<file path="src/rtl/tone_sequencer.sv">
// ============================================================================
//  Module      : tone_sequencer
//  Description : Record/playback controller between the keypad scanner and
//                the tone decoder (live pass-through, record, timed playback).
//  Revision    : 1.0  initial release
// ============================================================================
`default_nettype none

module tone_sequencer #(
    parameter int DEPTH      = 16,
    parameter int NOTE_TICKS = 25000000,
    parameter int GAP_TICKS  = 2500000,
    parameter int CNT_W      = 25
) (
    input  logic                     sys_clk,
    input  logic                     sys_rst_n,
    input  logic [3:0]               key_code,
    input  logic                     key_active,
    input  logic                     rec_btn,
    input  logic                     play_btn,
    input  logic                     stop_btn,
    input  logic                     loop_en,
    output logic [3:0]               tone_code,
    output logic                     tone_en,
    output logic [1:0]               state,
    output logic [$clog2(DEPTH):0]   note_count,
    output logic [$clog2(DEPTH)-1:0] play_idx,
    output logic                     busy
);

    localparam int AW = $clog2(DEPTH);

    localparam logic [1:0] c_IDLE      = 2'd0;
    localparam logic [1:0] c_RECORD    = 2'd1;
    localparam logic [1:0] c_PLAY_NOTE = 2'd2;
    localparam logic [1:0] c_PLAY_GAP  = 2'd3;

    localparam logic [CNT_W-1:0] c_NOTE_LAST = CNT_W'(NOTE_TICKS - 1);
    localparam logic [CNT_W-1:0] c_GAP_LAST  = CNT_W'(GAP_TICKS - 1);
    localparam logic [CNT_W-1:0] c_TIMER_ONE = CNT_W'(1);
    localparam logic [AW:0]      c_CNT_FULL  = (AW+1)'(DEPTH);
    localparam logic [AW:0]      c_CNT_LAST  = (AW+1)'(DEPTH - 1);
    localparam logic [AW:0]      c_CNT_ONE   = (AW+1)'(1);
    localparam logic [AW-1:0]    c_IDX_ONE   = AW'(1);

    logic [1:0]       state_q,      state_d;
    logic [3:0]       tone_code_q,  tone_code_d;
    logic             tone_en_q,    tone_en_d;
    logic [AW:0]      note_count_q, note_count_d;
    logic [AW-1:0]    play_idx_q,   play_idx_d;
    logic [CNT_W-1:0] timer_q,      timer_d;
    logic             busy_q,       busy_d;
    logic             key_prev_q;

    logic [3:0]       mem_q [DEPTH];

    logic             w_key_rise;
    logic             w_wr_en;
    logic [AW:0]      w_idx_next;

    assign w_key_rise = key_active & ~key_prev_q;
    assign w_idx_next = {1'b0, play_idx_q} + c_CNT_ONE;

    always_comb begin
        state_d      = state_q;
        note_count_d = note_count_q;
        play_idx_d   = play_idx_q;
        timer_d      = timer_q;
        w_wr_en      = 1'b0;

        case (state_q)
            c_IDLE: begin
                // stop_btn outranks the other buttons here even though it does nothing
                if (!stop_btn) begin
                    if (rec_btn) begin
                        note_count_d = '0;
                        state_d      = c_RECORD;
                    end else if (play_btn && note_count_q != '0) begin
                        play_idx_d = '0;
                        timer_d    = '0;
                        state_d    = c_PLAY_NOTE;
                    end
                end
            end
            c_RECORD: begin
                if (w_key_rise && note_count_q != c_CNT_FULL) begin
                    w_wr_en      = 1'b1;
                    note_count_d = note_count_q + c_CNT_ONE;
                    if (note_count_q == c_CNT_LAST) begin
                        state_d = c_IDLE;
                    end
                end
                if (rec_btn || stop_btn) begin
                    state_d = c_IDLE;
                end
            end
            c_PLAY_NOTE: begin
                if (stop_btn) begin
                    timer_d = '0;
                    state_d = c_IDLE;
                end else if (timer_q == c_NOTE_LAST) begin
                    timer_d = '0;
                    state_d = c_PLAY_GAP;
                end else begin
                    timer_d = timer_q + c_TIMER_ONE;
                end
            end
            c_PLAY_GAP: begin
                if (stop_btn) begin
                    timer_d = '0;
                    state_d = c_IDLE;
                end else if (timer_q == c_GAP_LAST) begin
                    timer_d = '0;
                    if (w_idx_next < note_count_q) begin
                        play_idx_d = play_idx_q + c_IDX_ONE;
                        state_d    = c_PLAY_NOTE;
                    end else if (loop_en) begin
                        play_idx_d = '0;
                        state_d    = c_PLAY_NOTE;
                    end else begin
                        state_d = c_IDLE;
                    end
                end else begin
                    timer_d = timer_q + c_TIMER_ONE;
                end
            end
            default: state_d = c_IDLE;
        endcase
    end

    // Entering a note presents the stored code on the very first note cycle;
    // leaving playback silences for one cycle before the live path resumes.
    always_comb begin
        tone_code_d = tone_code_q;
        tone_en_d   = 1'b0;
        if (state_d == c_PLAY_NOTE) begin
            tone_code_d = mem_q[play_idx_d];
            tone_en_d   = 1'b1;
        end else if (state_q == c_IDLE || state_q == c_RECORD) begin
            tone_code_d = key_code;
            tone_en_d   = key_active;
        end
        busy_d = (state_d != c_IDLE);
    end

    always_ff @(posedge sys_clk) begin
        if (!sys_rst_n) begin
            state_q      <= c_IDLE;
            tone_code_q  <= '0;
            tone_en_q    <= 1'b0;
            note_count_q <= '0;
            play_idx_q   <= '0;
            timer_q      <= '0;
            busy_q       <= 1'b0;
            key_prev_q   <= 1'b0;
        end else begin
            state_q      <= state_d;
            tone_code_q  <= tone_code_d;
            tone_en_q    <= tone_en_d;
            note_count_q <= note_count_d;
            play_idx_q   <= play_idx_d;
            timer_q      <= timer_d;
            busy_q       <= busy_d;
            key_prev_q   <= key_active;
        end
    end

    always_ff @(posedge sys_clk) begin
        if (sys_rst_n && w_wr_en) begin
            mem_q[note_count_q[AW-1:0]] <= key_code;
        end
    end

    assign tone_code  = tone_code_q;
    assign tone_en    = tone_en_q;
    assign state      = state_q;
    assign note_count = note_count_q;
    assign play_idx   = play_idx_q;
    assign busy       = busy_q;

endmodule

`default_nettype wire
</file>
<file path="config.mk">
export PLATFORM = sky130hd
export DESIGN_NAME = tone_sequencer
export DESIGN_NICKNAME = d
export VERILOG_FILES = /design/src/rtl/tone_sequencer.sv
export SDC_FILE = /design/constraint.sdc
export NUM_CORES = 1
export LEC_CHECK = 0
export BUFFER_PORTS_ARGS = -buffer_cell sky130_fd_sc_hd__buf_2
export CAP_MARGIN = 20
export CORE_ASPECT_RATIO = 1.1
export CORE_MARGIN = 8
export CORE_UTILIZATION = 40
export CTS_CLUSTER_SIZE = 24
export DETAILED_ROUTE_END_ITERATION = 16
export GPL_TIMING_DRIVEN = 0
export SYNTH_ARGS = -nofsm -noshare
export SYNTH_HDL_FRONTEND = slang
export SYNTH_SLANG_ARGS = --single-unit
</file>
<file path="constraint.sdc">
create_clock -name sys_clk -period 8.8 [get_ports sys_clk]
set_input_delay 2.64 -clock sys_clk [delete_from_list [all_inputs] [get_ports sys_clk]]
set_output_delay 2.64 -clock sys_clk [all_outputs]
set_load 0.01 [all_outputs]
</file>
==> results_dict.tcl <==
set metrics [dict create \
    post-route-min-period_ns 4.87 \
    synth_top_flop_cell "edfxtp_1" \
    startpoint "stop_btn" \
    tns_ns 0 \
    seq_power_share_pct 52.4 \
    cts_tree "done" \
    skew_ns 0.00793 \
    critical-path-slowest-cell "a211oi_1" \
    grt_antenna_before_repair 0 \
    layout.nets 568 \
    synth_area_leaders "edfxtp_1 36%, dfxtp_1 16%, nand2_1 5.0%" \
    regToRegSetupSlack_ns 4.78 \
    ioPinCount 28 \
    r2r_end "tone_code[0]" \
    cp-endpoint "tone_code[0]" \
    dr_wl_met2_mm 5.87 \
    netlist_area_um2 5370 \
    synth_edf_count 64 \
    ant_nets 0 \
    worst_pin_slew_ns 0.793 \
    grt_pass1_wl_mm 20.2 \
    r2r_cells 14 \
    overflow 0 \
    final_cell_area_um2 5970 \
    clk_path_buf_depth 2 \
    synth_seq_area_share_pct 51.9 \
    hold_class "flop to flop" \
    syn-num-nets 532 \
    cap_violations 0 \
    wire_per_inst_um 17.6 \
    grt_pass1_vias 3848 \
    routed_via_density 5.48 \
    synth_top_area_share_pct 35.8 \
    yosysMostFrequentCell "nand2_1" \
    dr.max_layer_used "met4" \
    area_growth_pct 11.3 \
    dieArea_um2 17400 \
    post_cts_buffers 0 \
    rr_startpoint "play_idx[1]" \
    ctsHoldBuffers 0 \
    hold_viol_final 0 \
    grt_max_degree 20 \
    crit_family "compound AO/OA/AOI/OAI gates" \
    ys_types 66 \
    syn-mean-instance-area_um2 10.6 \
    core_area_um2 13200 \
    numCtsBuffers 9 \
    finalWirelength_mm 12.4 \
    worstPathRequired_ns 9.02 \
    synth_top_area_cell "edfxtp_1" \
    combPwrFrac_pct 10.8 \
    synth-seq-cells 107 \
    die_h_um 137 \
    rsz0062_at_grt "false" \
    wl_met1_mm 5.86 \
    setup_viol 0 \
    grt.total_usage_pct 15.0 \
    power_switching_w 0.000267 \
    drv_slew 0 \
    cp_data_arrival_time_ns 5.08 \
    crit_chain "buf_2 > nand2b_1 > o31ai_2 > nand2b_1 > a21oi_4 > o21ai_4 > buf_6 > mux2i_1 > mux2i_1 > a211oi_1 > a31oi_1" \
    placed_cell_area_um2 5690 \
    crit_fanout 10 \
    yosysWarnings 0 \
    dpl.hpwl_mm 9.16 \
    cts_root_buffer "clkbuf_16" \
    clock_latency_ns 0.35 \
    cts_sinks 107 \
    drtIter0Drc 313 \
    route.detailed.drc 0 \
    htree_levels 3 \
    powerDensity_nw_per_um2 175 \
    swShare_pct 25.6 \
    start_util_pct 40.8 \
    synth_commonest_cells "72 x nand2_1, 64 x edfxtp_1, 51 x nor2_1" \
    numPortBuffers 25 \
    drtPass1Iterations 5 \
    route.vias.total 3877 \
    p_int_w 0.000777 \
    antenna_cells 0 \
    cp-start-kind "input port" \
    maxSlewHeadroom_pct 46.8 \
    critical_path_depth 11 \
    wl_met3_um 461 \
    leakage_nw 2.10 \
    ys_async_sr_fraction_pct 0 \
    cts.repair.resized 0 \
    fin_crit_sh_pct 55.3 \
    syn_inst 505 \
    vdd_drop_max_v 0.000122 \
    gp_congestion 0.854 \
    fillers 1242 \
    worst-path-buf-inv 2 \
    worst-setup-path-type "input port to flop" \
    clock.fmax_mhz 206 \
    end_kind "flop" \
    clk_pin_slew_ns 0.07 \
    max_stage_delay_ns 0.45 \
    final_util_pct 45.4 \
    die_x_um 126 \
    layout-drive-gt1-share_pct 14.8 \
    status "finished, final reports clean" \
    rows 44 \
    clkPwrFrac_pct 36.8 \
]
[power groups by stage]
stage                     Clock (W)  Combinational (W)  Sequential (W)
after CTS                  0.000392           0.000113        0.000547
after floorplan                   0          0.0000717        0.000561
after global placement            0           0.000110        0.000558
after global routing       0.000410           0.000124        0.000548
final                      0.000385           0.000113        0.000547
after detailed placement          0           0.000113        0.000558
[kinds of logic after synthesis]
group | share of synthesized area (%)
simple gates | 22.2
flops | 51.9
compound gates | 11.5
buf+inv | 3.03
xor+xnor | 4.24
mux | 3.45
fa+ha+maj | 3.73
[worst reg2reg max path: stages (launching register included)]
cell and delay, ns:
dfxtp_1 0.46, ha_1 0.35, inv_1 0.13, nor3_1 0.35
ha_1 0.32, and4_1 0.23, a221oi_4 0.33, nor2b_1 0.23
nand3_2 0.14, o21ai_4 0.19, buf_6 0.22, mux2i_1 0.24
mux2i_1 0.12, a211oi_1 0.45, a31oi_1 0.16
[worst min-delay path by stage]
stage,startpoint,end,slack (ns),cells past startpoint
after global placement,timer_q[1],timer_q[1],0.46,2
after detailed placement,timer_q[1],timer_q[1],0.48,2
after global routing,timer_q[1],timer_q[1],0.51,2
final,timer_q[1],timer_q[1],0.49,2
after floorplan,timer_q[1],timer_q[1],0.45,2
after CTS,timer_q[1],timer_q[1],0.49,2
[sequential cells by signal (all words and copies together) (netlist names)]
| register | cells |
|---|---|
| busy | 1 |
| key_prev_q | 1 |
| mem_q | 64 |
| note_count | 5 |
| play_idx | 4 |
| state | 2 |
| timer_q | 25 |
| tone_code | 4 |
| tone_en | 1 |
[stage by stage]
| step | hold WS [ns] | power (W) | cells | setup slack (ns) |
|---|---|---|---|---|
| after floorplan | 0.453 | 0.000633 | 505 | 4.19 |
| after CTS | 0.491 | 0.00105 | 707 | 3.96 |
| after global placement | 0.463 | 0.000668 | 691 | 3.61 |
| after global routing | 0.512 | 0.00108 | 707 | 3.73 |
| final | 0.488 | 0.00104 | 707 | 3.93 |
| after detailed placement | 0.479 | 0.000671 | 691 | 3.60 |
[placed cells by master, fill, tap and decap left out, types with 9 or more instances in the layout]
master / instances
nand2_1: 72
and2_1: 12
nand3_1: 32
buf_2: 32
and3_1: 10
dfxtp_1: 43
xnor2_1: 11
ha_1: 16
nor3_1: 10
a21oi_1: 13
o21ai_0: 11
nor2_1: 51
xor2_1: 15
mux2i_1: 14
inv_1: 14
edfxtp_1: 64
clkbuf_16: 9
[cell type report]
type | instances | area, um^2 | area share [%]
inverter | 15 | 56.3 | 0.943
tap | 161 | 201 | 3.37
sequential | 107 | 2780 | 46.6
multi-input combinational | 364 | 2420 | 40.5
timing repair buffer | 25 | 125 | 2.10
clock buffer | 10 | 229 | 3.83
buffer | 19 | 106 | 1.78
clock inverter | 6 | 50.0 | 0.838
[per-layer routing]
metal  up-vias  global-route usage (%)
li1       1888                       -
met1      1889                    18.6
met2        85                    25.1
met3        15                    3.17
met4         0                    6.22
met5         -                       0
(Power assumes the default switching activity.)
